$ cat src/rtl/mem_access_ctrl.sv
// ============================================================================
// mem_access_ctrl
//   M-stage data-memory access controller: checks store legality, builds the
//   byte enables and write data, and runs the req/ack bus handshake.
//   Optional feature: define MEM_ACCESS_TIMEOUT_EN to enable the bus-wait timeout.
//   Revision: 1.0
// ============================================================================
`default_nettype none

module mem_access_ctrl #(
    parameter int TIMEOUT = 16,
    parameter int TO_W    = 5
) (
    input  logic        clk,
    input  logic        reset,
    input  logic [31:0] m_addr,
    input  logic [31:0] m_wdata,
    input  logic        m_load,
    input  logic [1:0]  m_store_op,
    input  logic        m_exc_ovstore,
    input  logic        m_flush,
    output logic        m_stall,
    output logic        m_exc_ades,
    output logic        bus_req,
    output logic        bus_we,
    output logic [31:0] bus_addr,
    output logic [3:0]  bus_be,
    output logic [31:0] bus_wdata,
    input  logic        bus_ack,
    input  logic [31:0] bus_rdata,
    output logic        bus_err,
    output logic [31:0] rdata_q,
    output logic        rdata_valid
);

    typedef enum logic [1:0] {
        IDLE = 2'd0,
        REQ  = 2'd1,
        DONE = 2'd2
    } state_t;

    state_t      state_q, state_d;
    logic        bus_req_q, bus_req_d;
    logic        bus_we_q, bus_we_d;
    logic [31:0] bus_addr_q, bus_addr_d;
    logic [3:0]  bus_be_q, bus_be_d;
    logic [31:0] bus_wdata_q, bus_wdata_d;
    logic [31:0] rdata_d;
    logic        rdata_valid_q, rdata_valid_d;

    logic        is_store;
    logic        in_dm, in_t0, in_t1, in_irq, in_timer, in_map;
    logic        misaligned, timer_count;
    logic        start;
    logic [3:0]  be_w;
    logic [31:0] wdata_w;

    assign is_store = (m_store_op != 2'b00);

    assign in_dm    = (m_addr <= 32'h0000_2fff);
    assign in_t0    = (m_addr >= 32'h0000_7f00) && (m_addr <= 32'h0000_7f0b);
    assign in_t1    = (m_addr >= 32'h0000_7f10) && (m_addr <= 32'h0000_7f1b);
    assign in_irq   = (m_addr >= 32'h0000_7f20) && (m_addr <= 32'h0000_7f23);
    assign in_timer = in_t0 || in_t1;
    assign in_map   = in_dm || in_timer || in_irq;

    assign misaligned  = ((m_store_op == 2'b01) && (m_addr[1:0] != 2'b00)) ||
                         ((m_store_op == 2'b10) && m_addr[0]);
    // The timer COUNT register at offset 0x8 is read-only.
    assign timer_count = in_timer && (m_addr[3:2] == 2'b10);

    assign m_exc_ades = is_store && (m_exc_ovstore || misaligned || !in_map ||
                                     (in_timer && (m_store_op != 2'b01)) || timer_count);

    assign start   = (m_load || is_store) && !m_exc_ades && !m_flush;
    assign m_stall = ((state_q == IDLE) && start) || (state_q == REQ);

    always_comb begin
        be_w    = 4'b1111;
        wdata_w = m_wdata;
        case (m_store_op)
            2'b10: begin
                be_w    = m_addr[1] ? 4'b1100 : 4'b0011;
                wdata_w = {m_wdata[15:0], m_wdata[15:0]};
            end
            2'b11: begin
                be_w    = 4'b0001 << m_addr[1:0];
                wdata_w = {4{m_wdata[7:0]}};
            end
            default: begin
                be_w    = 4'b1111;
                wdata_w = m_wdata;
            end
        endcase
    end

`ifdef MEM_ACCESS_TIMEOUT_EN
    logic [TO_W-1:0] to_cnt_q, to_cnt_d;
    logic            bus_err_q, bus_err_d;
    logic            timeout;

    assign timeout = (to_cnt_q == TO_W'(TIMEOUT - 1));

    always_ff @(posedge clk or negedge reset) begin
        if (!reset) begin
            to_cnt_q  <= '0;
            bus_err_q <= 1'b0;
        end else begin
            to_cnt_q  <= to_cnt_d;
            bus_err_q <= bus_err_d;
        end
    end

    assign bus_err = bus_err_q;
`else
    logic cfg_unused;
    assign cfg_unused = (TIMEOUT < (1 << TO_W));
    assign bus_err    = 1'b0;
`endif

    always_comb begin
        state_d       = state_q;
        bus_req_d     = bus_req_q;
        bus_we_d      = bus_we_q;
        bus_addr_d    = bus_addr_q;
        bus_be_d      = bus_be_q;
        bus_wdata_d   = bus_wdata_q;
        rdata_d       = rdata_q;
        rdata_valid_d = 1'b0;
`ifdef MEM_ACCESS_TIMEOUT_EN
        to_cnt_d      = to_cnt_q;
        bus_err_d     = 1'b0;
`endif
        case (state_q)
            IDLE: begin
                if (start) begin
                    state_d     = REQ;
                    bus_req_d   = 1'b1;
                    bus_we_d    = is_store;
                    bus_addr_d  = {m_addr[31:2], 2'b00};
                    bus_be_d    = be_w;
                    bus_wdata_d = wdata_w;
`ifdef MEM_ACCESS_TIMEOUT_EN
                    to_cnt_d    = '0;
`endif
                end
            end
            REQ: begin
                // Flush is deliberately ignored here: the bus side effect is committed.
                if (bus_ack) begin
                    state_d       = DONE;
                    bus_req_d     = 1'b0;
                    rdata_valid_d = 1'b1;
                    if (!bus_we_q) begin
                        rdata_d = bus_rdata;
                    end
                end
`ifdef MEM_ACCESS_TIMEOUT_EN
                else if (timeout) begin
                    state_d       = DONE;
                    bus_req_d     = 1'b0;
                    rdata_d       = '0;
                    rdata_valid_d = 1'b1;
                    bus_err_d     = 1'b1;
                end else begin
                    to_cnt_d = to_cnt_q + 1'b1;
                end
`endif
            end
            DONE: begin
                state_d = IDLE;
            end
            default: begin
                state_d = IDLE;
            end
        endcase
    end

    always_ff @(posedge clk or negedge reset) begin
        if (!reset) begin
            state_q       <= IDLE;
            bus_req_q     <= 1'b0;
            bus_we_q      <= 1'b0;
            bus_addr_q    <= '0;
            bus_be_q      <= '0;
            bus_wdata_q   <= '0;
            rdata_q       <= '0;
            rdata_valid_q <= 1'b0;
        end else begin
            state_q       <= state_d;
            bus_req_q     <= bus_req_d;
            bus_we_q      <= bus_we_d;
            bus_addr_q    <= bus_addr_d;
            bus_be_q      <= bus_be_d;
            bus_wdata_q   <= bus_wdata_d;
            rdata_q       <= rdata_d;
            rdata_valid_q <= rdata_valid_d;
        end
    end

    assign bus_req     = bus_req_q;
    assign bus_we      = bus_we_q;
    assign bus_addr    = bus_addr_q;
    assign bus_be      = bus_be_q;
    assign bus_wdata   = bus_wdata_q;
    assign rdata_valid = rdata_valid_q;

endmodule

`default_nettype wire
$ cat config.mk
export PLATFORM = sky130hd
export DESIGN_NAME = mem_access_ctrl
export DESIGN_NICKNAME = d
export VERILOG_FILES = /design/src/rtl/mem_access_ctrl.sv
export SDC_FILE = /design/constraint.sdc
export NUM_CORES = 1
export LEC_CHECK = 0
export ABC_CLOCK_PERIOD_IN_PS = 5400
export BUFFER_PORTS_ARGS = -buffer_cell sky130_fd_sc_hd__buf_4
export CAP_MARGIN = 10
export CORE_UTILIZATION = 35
export DETAILED_ROUTE_END_ITERATION = 8
export PLACE_DENSITY = 0.63
export SYNTH_ARGS = -nofsm -noshare
export SYNTH_HDL_FRONTEND = slang
export SYNTH_SLANG_ARGS = --single-unit
$ cat constraint.sdc
create_clock -name clk -period 5.4 [get_ports clk]
set_clock_uncertainty 0.1 [all_clocks]
set_input_delay 0.27 -clock clk [delete_from_list [all_inputs] [get_ports clk]]
set_output_delay 0.27 -clock clk [all_outputs]
set_load 0.005 [all_outputs]
# After elaboration in Yosys (flattened, before gate mapping)
# Cells that the tools add are included.
[totals]
ff_bits = 103
latchBits = 0
mem_bits_rw = 0
rom_bits = 0
output_inout_bits = 106
word_cells = 68
memories = 0
[op_classes]
add_sub_neg = 0
multipliers = 0
n_div = 0
n_lt_le_gt_ge = 7
n_eq_ne = 8
n_shift = 1
mux = 11
bitwise = 1
n_reduce_logical = 32
[ops]
columns = ["operator", "n"]
rows = [
  ["$ge 32x15->1 const B", 3],
  ["$le 32x15->1 const B", 3],
  ["$pmux 32 s2", 1],
  ["$le 32x14->1 const B", 1],
  ["$logic_and 1x1->1", 11],
  ["$logic_or 1x1->1", 10],
  ["$pmux 4 s2", 1],
  ["$eq 2x2->1 const B", 3],
  ["$reduce_and 3->1", 2],
  ["$reduce_bool 2->1", 3],
  ["$eq 2x1->1 const B", 2],
  ["$mux 1", 4],
  ["$mux 2", 2],
  ["$mux 4", 1],
  ["$ne 2x2->1 const B", 2],
  ["$pmux 2 s2", 1],
  ["$reduce_and 2->1", 2],
  ["$shl 1x2->4 const A", 1],
  ["$logic_not 1->1", 3],
  ["$logic_not 2->1", 1],
  ["$ne 2x1->1 const B", 1],
  ["$pmux 1 s2", 1],
  ["$not 1->1", 1],
]

# Depth between registers and ports, before layout
# Gate-level depths: netlist (run 1).
[logic_depth]
ltp_word = 15
ltp_mapped = 9
mapped_depth_nobuf = 6

# Least setup slack after synthesis (run 1)
# Ideal clock, no wire load.
[synth_path]
path_kind = "input-to-reg"
startpoint = "input m_addr[20]"
endpoint = "register bus_addr_q[11] (netlist: bus_addr[11])"
setup_time_ns = 0.127
arrival_ns = 1.920
t_required_ns = 5.173
setup_slack_ns = 3.253
stages = 8
path_buffers = 2
cell_sequence = "nor4_1 > nand4_1 > nor3_1 > a21oi_1 > a311oi_2 > buf_4 > buf_6 > mux2_1"
[synth_via]
elab_chain_cells = 14
word_cells_on_any_way = 24
classes_between = "order compare: 7; reduce/logical: 17"
[synth_lines]
columns = ["item", "line_no", "text"]
rows = [
  ["from (decl)", "16", "input logic [31:0] m_addr,"],
  ["$ge 32x15->1 (tied with other cells)", "61", "assign in_t0 = (m_addr >= 32'h0000_7f00) && (m_addr <= 32'h0000_7f0b);"],
  ["$logic_and 1x1->1 (on tied branches)", "61, 62", ""],
  ["$logic_or 1x1->1", "64", "assign in_timer = in_t0 || in_t1;"],
  ["$logic_or 1x1->1 (2 in series)", "65", "assign in_map = in_dm || in_timer || in_irq;"],
  ["$logic_not 1->1", "72", "assign m_exc_ades = is_store && (m_exc_ovstore || misaligned || !in_map ||"],
  ["$logic_or 1x1->1 (2 in series)", "72", ""],
  ["$logic_or 1x1->1 (*)", "73", "(in_timer && (m_store_op != 2'b01)) || timer_count);"],
  ["$logic_and 1x1->1 (*)", "72", ""],
  ["$logic_not 1->1 (*)", "75", "assign start = (m_load || is_store) && !m_exc_ades && !m_flush;"],
  ["$logic_and 1x1->1 (*) (2 in series)", "75", ""],
  ["$reduce_and 2->1 (no line) (*)", "-", ""],
  ["to (signal assigned)", "193", "bus_addr_q <= bus_addr_d;"],
  ["to (decl)", "45", "logic [31:0] bus_addr_q, bus_addr_d;"],
]
# Every way passes the cells marked *; elsewhere a longest branch is shown, timed or not.
# A chain may end at the register's enable or synchronous reset.

# Final worst setup path (run 1)
[layout_path]
startpoint = "input m_addr[20]"
endpoint = "register bus_wdata_q[21] (netlist: bus_wdata[21])"
[layout_via]
elab_chain_cells = 14
word_cells_on_any_way = 24
classes_between = "order compare: 7; reduce/logical: 17"
[layout_lines]
columns = ["item", "line_no", "text"]
rows = [
  ["$ge 32x15->1 (tied with other cells)", "61", ""],
  ["$logic_and 1x1->1 (on tied branches)", "61, 62", ""],
  ["$logic_or 1x1->1", "64", ""],
  ["$logic_or 1x1->1 (2 in series)", "65", ""],
  ["$logic_not 1->1", "72", ""],
  ["$logic_or 1x1->1 (2 in series)", "72", ""],
  ["$logic_or 1x1->1 (*)", "73", ""],
  ["$logic_and 1x1->1 (*)", "72", ""],
  ["$logic_not 1->1 (*)", "75", ""],
  ["$logic_and 1x1->1 (*) (2 in series)", "75", ""],
  ["$reduce_and 2->1 (no line) (*)", "-", ""],
  ["to (signal assigned)", "195", "bus_wdata_q <= bus_wdata_d;"],
  ["to (decl)", "47", "logic [31:0] bus_wdata_q, bus_wdata_d;"],
]
# Marks and branches as above.

==> summary.md, run 1 <==
| Metric | Value |
|---|---|
| Total GRT Usage | `17.1%` |
| Maximum operating frequency | `0.400 GHz` |
| Final slew viol count | `0` |
| Buffers on Ports | `206` |
| Number of diodes | `0` |
| Cells after Synth | `314` |
| Most used standard cell by instance count after synthesis | `sky130_fd_sc_hd__dfrtp_1` |
| Post-synth top flop | `sky130_fd_sc_hd__dfrtp_1` |
| Cell type with the largest total area after synthesis | `sky130_fd_sc_hd__dfrtp_1` |
| Syn. warnings | `0` |
| Dpl hpwl | `8190 um` |
| Root buffer cell | `sky130_fd_sc_hd__clkbuf_16` |
| Summed area of non-filler cells in the final layout | `6430 um2` |
| Worst setup EP type | `flop` |
| Via Count | `3227` |
| Largest net degree at the start of global routing | `57` |
| Minimum clock period after layout | `2500 ps` |
| Sinks on the clock net | `103` |
| Global-route wire length before repair | `17000 um` |
| Final worst path period share | `46.3%` |
| Number of filler cells placed in the layout | `1071` |
| Fraction of layout cells with a size suffix above 1 | `58.3%` |
| Number of gates resized after cts | `0` |
| Average instance area after synthesis | `14.1 um2` |
| Via count of the first global-routing pass | `3377` |
| Switch share | `25.7%` |
| DRT antenna net count | `0` |
| Routed length per instance | `15.7 um` |
| Placed Area | `6120 um2` |
| Area of the die | `13100 um2` |
| Critical Path RT | `5520 ps` |
| Skew-Pair Late Insertion Delay | `340 ps` |
| Reported leakage power | `3.09 nW` |
| Post-synthesis async set-or-reset flop share | `100%` |
| Clock group share of total power | `24.8%` |
| Final Hold Vio Count | `0` |
| Die width | `114 um` |
| Commonest cells in the synthesized netlist | `sky130_fd_sc_hd__dfrtp_1, sky130_fd_sc_hd__mux2_2, sky130_fd_sc_hd__mux2_1` |
| DR pass1 iterations | `4` |
| Dominant cells by area after synthesis | `sky130_fd_sc_hd__dfrtp_1, sky130_fd_sc_hd__mux2_2, sky130_fd_sc_hd__mux2_1, sky130_fd_sc_hd__mux2i_1, sky130_fd_sc_hd__a21oi_1` |
| Finish-stage setup viols | `0` |
| Arrival time at the worst endpoint | `2620 ps` |
| Power per standard cell area | `401 nW/um2` |
| Hold-fix buffer count after cts | `2` |
| Routability congestion estimate | `0.729` |
| Max-slew headroom | `52.6%` |
| Syn-to-layout area delta | `45.4%` |
| Total clock buffers created by CTS | `9` |
| Register area share after synthesis | `58.3%` |
| Yosys top cell area share | `58.3%` |
| RSZ-0062 raised after global routing | `false` |
| Clock tree from TritonCTS | `built` |
| Biggest fanout along the worst timing path | `42` |
| FF+latch count, synth | `103` |
| Setup CP Type | `in2reg` |
| Antenna violations before repair | `0` |
| Maximum capacitance violations | `0` |
| Count of routing violations after the opening detailed-route iteration | `89` |
| Pin slew with the least headroom to its limit | `711 ps` |
| Layout net count | `624` |
| Seq pwr share | `44.8%` |
| Net switching power of the design | `0.662 mW` |
| Part of the power in combinational logic | `30.4%` |
| Starting Density | `36.4%` |
| Die span in y | `114 um` |
| Clk slew on worst S/H paths | `70 ps` |
| # H-tree levels | `3` |
| Number of distinct standard cells referenced by the synthesized netlist | `34` |
| Utilization of the core after routing | `52.9%` |
| Class of the tightest hold or removal check | `in2reg` |
| Total grt overflow | `0` |
| Clock tree buffer depth | `2` |
| Post CTS Setup Buffer Count | `0` |
| Core region area | `12200 um2` |
| Peak ir drop on the vdd network | `0.194 mV` |
| Launching element type of the critical path | `primary input` |
| EDFF count, synth | `0` |
| Top Ports | `210` |
| Synth Cell Area | `4420 um2` |
| DRT Wirelength | `10900 um` |
| Final TNS setup | `0 ps` |
| DRC errors left | `0` |
| Internal power | `1.92 mW` |
| Status | `complete, no violations` |
| Row count | `40` |
| Vias per cell | `4.66` |
[flip-flops by register name (all words and copies together) (netlist names)]
| register | flops |
|---|---|
| bus_wdata | 32 |
| rdata_q | 32 |
| bus_addr | 30 |
| bus_be | 4 |
| state_q | 2 |
| bus_req | 1 |
| bus_we | 1 |
| rdata_valid | 1 |
[cell families after synthesis]
kind of cell           Yosys count  share of synthesized area (%)
buffers and inverters           23                           2.88
AND/OR/NAND/NOR                 40                           4.53
flip-flops                     103                           58.3
multiplexers                   122                           30.8
AO/OA/AOI/OAI                   25                           3.42
other                            1                         0.0848
[metrics by stage]
stage,power (mW),worst slack [ps],hold WS (ps),instances
floorplan,1.42,3250,-126,316
global placement,1.94,2610,218,675
detailed placement,1.97,2530,218,675
CTS,2.62,2880,34.8,693
global route,2.73,2720,42.0,693
finish,2.58,2900,51.4,693
[cells in the final DEF, fill, tap and decap left out, types with 2 or more instances in the layout]
| cell | count |
|---|---|
| sky130_fd_sc_hd__nand2_1 | 9 |
| sky130_fd_sc_hd__clkbuf_1 | 3 |
| sky130_fd_sc_hd__nand2b_1 | 2 |
| sky130_fd_sc_hd__nor2_1 | 12 |
| sky130_fd_sc_hd__o21ai_0 | 4 |
| sky130_fd_sc_hd__o22ai_1 | 2 |
| sky130_fd_sc_hd__clkbuf_16 | 9 |
| sky130_fd_sc_hd__mux2_1 | 36 |
| sky130_fd_sc_hd__nor3_1 | 3 |
| sky130_fd_sc_hd__mux2i_1 | 8 |
| sky130_fd_sc_hd__buf_4 | 210 |
| sky130_fd_sc_hd__dlygate4sd3_1 | 2 |
| sky130_fd_sc_hd__a21oi_1 | 12 |
| sky130_fd_sc_hd__dfrtp_1 | 103 |
| sky130_fd_sc_hd__mux2_2 | 78 |
| sky130_fd_sc_hd__nor4_1 | 4 |
| sky130_fd_sc_hd__conb_1 | 3 |
| sky130_fd_sc_hd__or2_2 | 2 |
| sky130_fd_sc_hd__inv_1 | 4 |
[power groups by stage]
stage                     Sequential [mW]  Clock (mW)  Combinational, mW
after global routing                 1.19       0.694              0.847
after CTS                            1.16       0.666              0.799
final                                1.16       0.640              0.783
after global placement               1.16           0              0.782
after detailed placement             1.17           0              0.799
after floorplan                      1.17           0              0.247
[metal layers]
layer	vias to the layer above	wire length, um	track usage [%]
li1	1520	-	-
met5	-	0	0
met1	1561	4470	20.7
met2	133	5220	27.3
met3	13	1000	6.35
met4	0	216	7.71
[path summary, 6_finish.rpt]
kind,slack (ps),end,depth (start not counted),start
worst max-delay path,2900,bus_wdata[21],8,m_addr[20]
worst min-delay path,50,bus_addr[12],2,m_addr[12]
worst max register to register,3070,bus_wdata[21],5,state_q[0]
worst min register to register,390,bus_addr[22],1,bus_addr[22]
max in group asynchronous,3640,state_q[0],3,reset
min in group asynchronous,370,rdata_q[2],2,reset
[worst max-delay path, stage by stage]
cell,delay (ps)
sky130_fd_sc_hd__buf_4,110
sky130_fd_sc_hd__nor4_1,390
sky130_fd_sc_hd__nand4_1,170
sky130_fd_sc_hd__nor3_1,300
sky130_fd_sc_hd__a21oi_1,150
sky130_fd_sc_hd__a311oi_4,290
sky130_fd_sc_hd__buf_4,500
sky130_fd_sc_hd__mux2_2,400
[final cells by class]
cell class	instances	area, um2	share of cell area, %
clock buffer	13	250	3.89
clock inverter	3	42.5	0.661
inverter	4	15.0	0.233
multi-input combinational	190	1740	27.1
sequential	103	2580	40.1
tap	168	210	3.27
timing repair buffer	212	1600	24.8
(Power assumes the default switching activity.)
==> run 2: changes to the inputs <==
Settings changed: ABC_AREA from default to 1, ABC_CLOCK_PERIOD_IN_PS 5400 to 2000, PLACE_DENSITY 0.63 to 0.65.
Clock period 5.4 ns to 2 ns, I/O delays scaled along.
==> summary.md, run 2 <==
| Metric | Value |
|---|---|
| Status | `complete, no violations (unchanged)` |
| Biggest fanout along the worst timing path | `30 (was 42)` |
| Core region area | `12700 um2 (was 12200 um2)` |
| Sinks on the clock net | `103 (unchanged)` |
| Starting Density | `35.9% (was 36.4%)` |
| Worst-case register-to-register setup slack | `420 ps (was 3070 ps)` |
| Maximum capacitance violations | `0 (unchanged)` |
| Maximum operating frequency | `0.547 GHz` |
| Worst R2R Start | `state_q[0] (unchanged)` |
| Arrival time at the worst endpoint | `1630 ps (was 2620 ps)` |
| Share of the synthesized netlist area taken by xor and xnor gates | `0% (unchanged)` |
| Power per standard cell area | `951 nW/um2 (was 401 nW/um2)` |
| Reported leakage power | `3.89 nW (was 3.09 nW)` |
| Clock tree from TritonCTS | `built (unchanged)` |
| Post-synthesis mux area share | `7.91% (was 30.8%)` |
| Class of the tightest hold or removal check | `in2reg (unchanged)` |
| DRC errors left | `0 (unchanged)` |
| Final Hold Vio Count | `0 (unchanged)` |
| Count of routing violations after the opening detailed-route iteration | `229 (was 89)` |
| DRT antenna net count | `0 (unchanged)` |
| Worst hold path endpoint | `bus_wdata[16] (was bus_addr[12])` |
| Hold path start | `m_wdata[16] (was m_addr[12])` |
| Register area share after synthesis | `56.6% (was 58.3%)` |
| Commonest cells in the synthesized netlist | `sky130_fd_sc_hd__nand2_1, sky130_fd_sc_hd__dfrtp_1, sky130_fd_sc_hd__nand3_1 (was sky130_fd_sc_hd__dfrtp_1, sky130_fd_sc_hd__mux2_2, sky130_fd_sc_hd__mux2_1)` |
| Multi-input gate area in the final layout | `1750 um2 (was 1740 um2)` |
| Post-synth top flop | `sky130_fd_sc_hd__dfrtp_1 (unchanged)` |
| Final slew viol count | `0 (unchanged)` |
| Vias per cell | `4.71 (was 4.66)` |
| Synth Cell Area | `4550 um2 (was 4420 um2)` |
| Die span in y | `116 um (was 114 um)` |
| Syn-to-layout area delta | `61.6% (was 45.4%)` |
| DR pass1 iterations | `6 (was 4)` |
| Depth of the most critical reg-to-reg path | `4 (was 5)` |
| FF/Latch Area | `2580 um2 (unchanged)` |
| Post CTS Setup Buffer Count | `0 (unchanged)` |
| Dpl hpwl | `9290 um (was 8190 um)` |
| Via count of the first global-routing pass | `4392 (was 3377)` |
| Launching element type of the critical path | `flop (was primary input)` |
| Layout net count | `890 (was 624)` |
| Average instance area after synthesis | `8.91 um2 (was 14.1 um2)` |
| Die width | `116 um (was 114 um)` |
| Critical Path RT | `1800 ps (was 5520 ps)` |
| Final TNS setup | `0 ps (unchanged)` |
| # H-tree levels | `3 (unchanged)` |
| Largest net degree at the start of global routing | `69 (was 57)` |
| Cells after Synth | `511 (was 314)` |
| Peak ir drop on the vdd network | `0.374 mV (was 0.194 mV)` |
| Combinational family with the most area after synthesis | `simple AND/OR/NAND/NOR gates (was multiplexers)` |
| Antenna violations before repair | `0 (unchanged)` |
| Utilization of the core after routing | `58.1% (was 52.9%)` |
| Setup CP Type | `reg2out (was in2reg)` |
| Cell type with the largest total area after synthesis | `sky130_fd_sc_hd__dfrtp_1 (unchanged)` |
| Total clock buffers created by CTS | `9 (unchanged)` |
| DRT Wirelength | `13800 um (was 10900 um)` |
| Most frequent cells in the layout | `sky130_fd_sc_hd__buf_4, sky130_fd_sc_hd__nand2_1, sky130_fd_sc_hd__dfrtp_1 (was sky130_fd_sc_hd__buf_4, sky130_fd_sc_hd__dfrtp_1, sky130_fd_sc_hd__mux2_2)` |
| Critical R2R Capture | `bus_wdata[1] (was bus_wdata[21])` |
| Routability congestion estimate | `0.830 (was 0.729)` |
| Top Ports | `210 (unchanged)` |
| Total grt overflow | `0 (unchanged)` |
| Minimum clock period after layout | `1830 ps` |
| Area of the die | `13500 um2 (was 13100 um2)` |
| Commonest non-fill, non-tap cell in the layout | `sky130_fd_sc_hd__buf_4 (unchanged)` |
| Syn. warnings | `0 (unchanged)` |
| Number of diodes | `0 (unchanged)` |
| Finish-stage setup viols | `0 (unchanged)` |
| Post-synthesis async set-or-reset flop share | `100% (unchanged)` |
| Yosys top cell area share | `56.6% (was 58.3%)` |
| Worst setup EP type | `primary output (was flop)` |
| Total GRT Usage | `20.5% (was 17.1%)` |
| Buffers on Ports | `206 (unchanged)` |
| Most used standard cell by instance count after synthesis | `sky130_fd_sc_hd__nand2_1 (was sky130_fd_sc_hd__dfrtp_1)` |
| Share of the synthesized area in compound gates (AO/OA/AOI/OAI) | `3.08% (was 3.42%)` |
| Worst hold path depth | `5 (was 2)` |
| Fraction of layout cells with a size suffix above 1 | `33.9% (was 58.3%)` |
| FF+latch count, synth | `103 (unchanged)` |
| RSZ-0062 raised after global routing | `false (unchanged)` |
| Final worst path period share | `91.5%` |
| Routed length per instance | `14.3 um (was 15.7 um)` |
| Skew-Pair Late Insertion Delay | `330 ps (was 340 ps)` |
| Row count | `41 (was 40)` |
| Via Count | `4532 (was 3227)` |
| Number of filler cells placed in the layout | `1086 (was 1071)` |
| Dominant cells by area after synthesis | `sky130_fd_sc_hd__dfrtp_1, sky130_fd_sc_hd__nand2_1, sky130_fd_sc_hd__mux2_2, sky130_fd_sc_hd__nand3_1, sky130_fd_sc_hd__nor2_1 (was sky130_fd_sc_hd__dfrtp_1, sky130_fd_sc_hd__mux2_2, sky130_fd_sc_hd__mux2_1, sky130_fd_sc_hd__mux2i_1, sky130_fd_sc_hd__a21oi_1)` |
| Number of distinct standard cells referenced by the synthesized netlist | `22 (was 34)` |
| EDFF count, synth | `0 (unchanged)` |
| Clock tree buffer depth | `2 (unchanged)` |
| Post-Synth Simple-Gate Area | `27.0% (was 4.52%)` |
| Root buffer cell | `sky130_fd_sc_hd__clkbuf_16 (unchanged)` |
| Global-route wire length before repair | `21200 um (was 17000 um)` |
| Number of gates resized after cts | `0 (unchanged)` |
| Clk slew on worst S/H paths | `70 ps (about the same)` |
| Adder-cell area share of the yosys netlist | `0% (unchanged)` |
-- run 2: cell count changes in the layout (fill, tap and decap cells not counted), moves of 10 or more --
| cell | previous run | this run |
|---|---|---|
| sky130_fd_sc_hd__nand2_1 | 9 | 196 |
| sky130_fd_sc_hd__dlygate4sd3_1 | 2 | 77 |
| sky130_fd_sc_hd__nand3_1 | 0 | 67 |
| sky130_fd_sc_hd__mux2_2 | 78 | 32 |
| sky130_fd_sc_hd__mux2_1 | 36 | 0 |
| sky130_fd_sc_hd__inv_1 | 4 | 20 |
| sky130_fd_sc_hd__nor2_1 | 12 | 27 |
| sky130_fd_sc_hd__a21oi_1 | 12 | 2 |
| sky130_fd_sc_hd__o21ai_0 | 4 | 14 |
-- run 2: through the flow --
step / instances / total power, mW / cell area [um2] / hold WS [ps] / setup WS [ps]
floorplan: 513 / 3.76 / 4560 / -296 / 490
global placement: 870 / 5.12 / 6290 / -117 / 226
detailed placement: 870 / 5.18 / 6290 / -113 / 236
CTS: 962 / 7.06 / 7360 / 0.622 / 138
global route: 962 / 7.44 / 7360 / 18.3 / 8.66
finish: 962 / 7.00 / 7360 / 7.63 / 171
-- run 2: critical path, cell delays in order (launching register included) --
cell and delay, ps:
sky130_fd_sc_hd__dfrtp_1 400, sky130_fd_sc_hd__nor4_4 360, sky130_fd_sc_hd__nand2_2 150, sky130_fd_sc_hd__buf_12 190
sky130_fd_sc_hd__nand2_1 80, sky130_fd_sc_hd__buf_4 110
-- run 2: repair_timing --
item | 4_1_cts | 5_1_grt
hold endpoints to repair | 181 | 0
hold buffers | 77 | 0
setup endpoints to repair | 0 | 0
-- run 2: per-layer routing --
metal / track usage [%] / wire length (um) / up-vias
met5: 0 / 0 / -
met4: 8.72 / 418 / 0
met3: 4.29 / 1040 / 37
met2: 34.4 / 6510 / 210
met1: 25.5 / 5780 / 2096
li1: - / - / 2189
-- run 2: where the power goes --
| part | internal, mW | switching, mW |
|---|---|---|
| sequential | 2.70 | 0.358 |
| combinational | 1.34 | 0.850 |
| clock | 0.998 | 0.748 |
| total | 5.04 | 1.96 |
-- run 2: cells by family (layout without fill, tap and decap cells) --
family,after synthesis,count (layout)
simple gates,299,299
flops,103,103
buf+inv,52,329
mux,32,32
compound gates,24,24
other cells,1,3
-- run 2: worst max path at each step --
stage / startpoint / end / slack, ps / cells past startpoint
floorplan: state_q[0] / rdata_q[0] / 490 / 5
global placement: m_exc_ovstore / m_exc_ades / 230 / 10
detailed placement: m_exc_ovstore / bus_wdata[1] / 240 / 10
CTS: state_q[0] / m_stall / 140 / 5
global route: m_addr[6] / m_stall / 9 / 11
finish: state_q[0] / m_stall / 170 / 5
-- run 2: area by class of cell --
| class | count | share of cell area [%] |
|---|---|---|
| flip-flops and latches | 103 | 35.0 |
| repair buffers | 292 | 33.1 |
| multi-input cells | 358 | 23.8 |
| clock buffers | 10 | 3.25 |
| well taps | 172 | 2.92 |
| inverters | 22 | 1.12 |
| clock inverters | 5 | 0.765 |
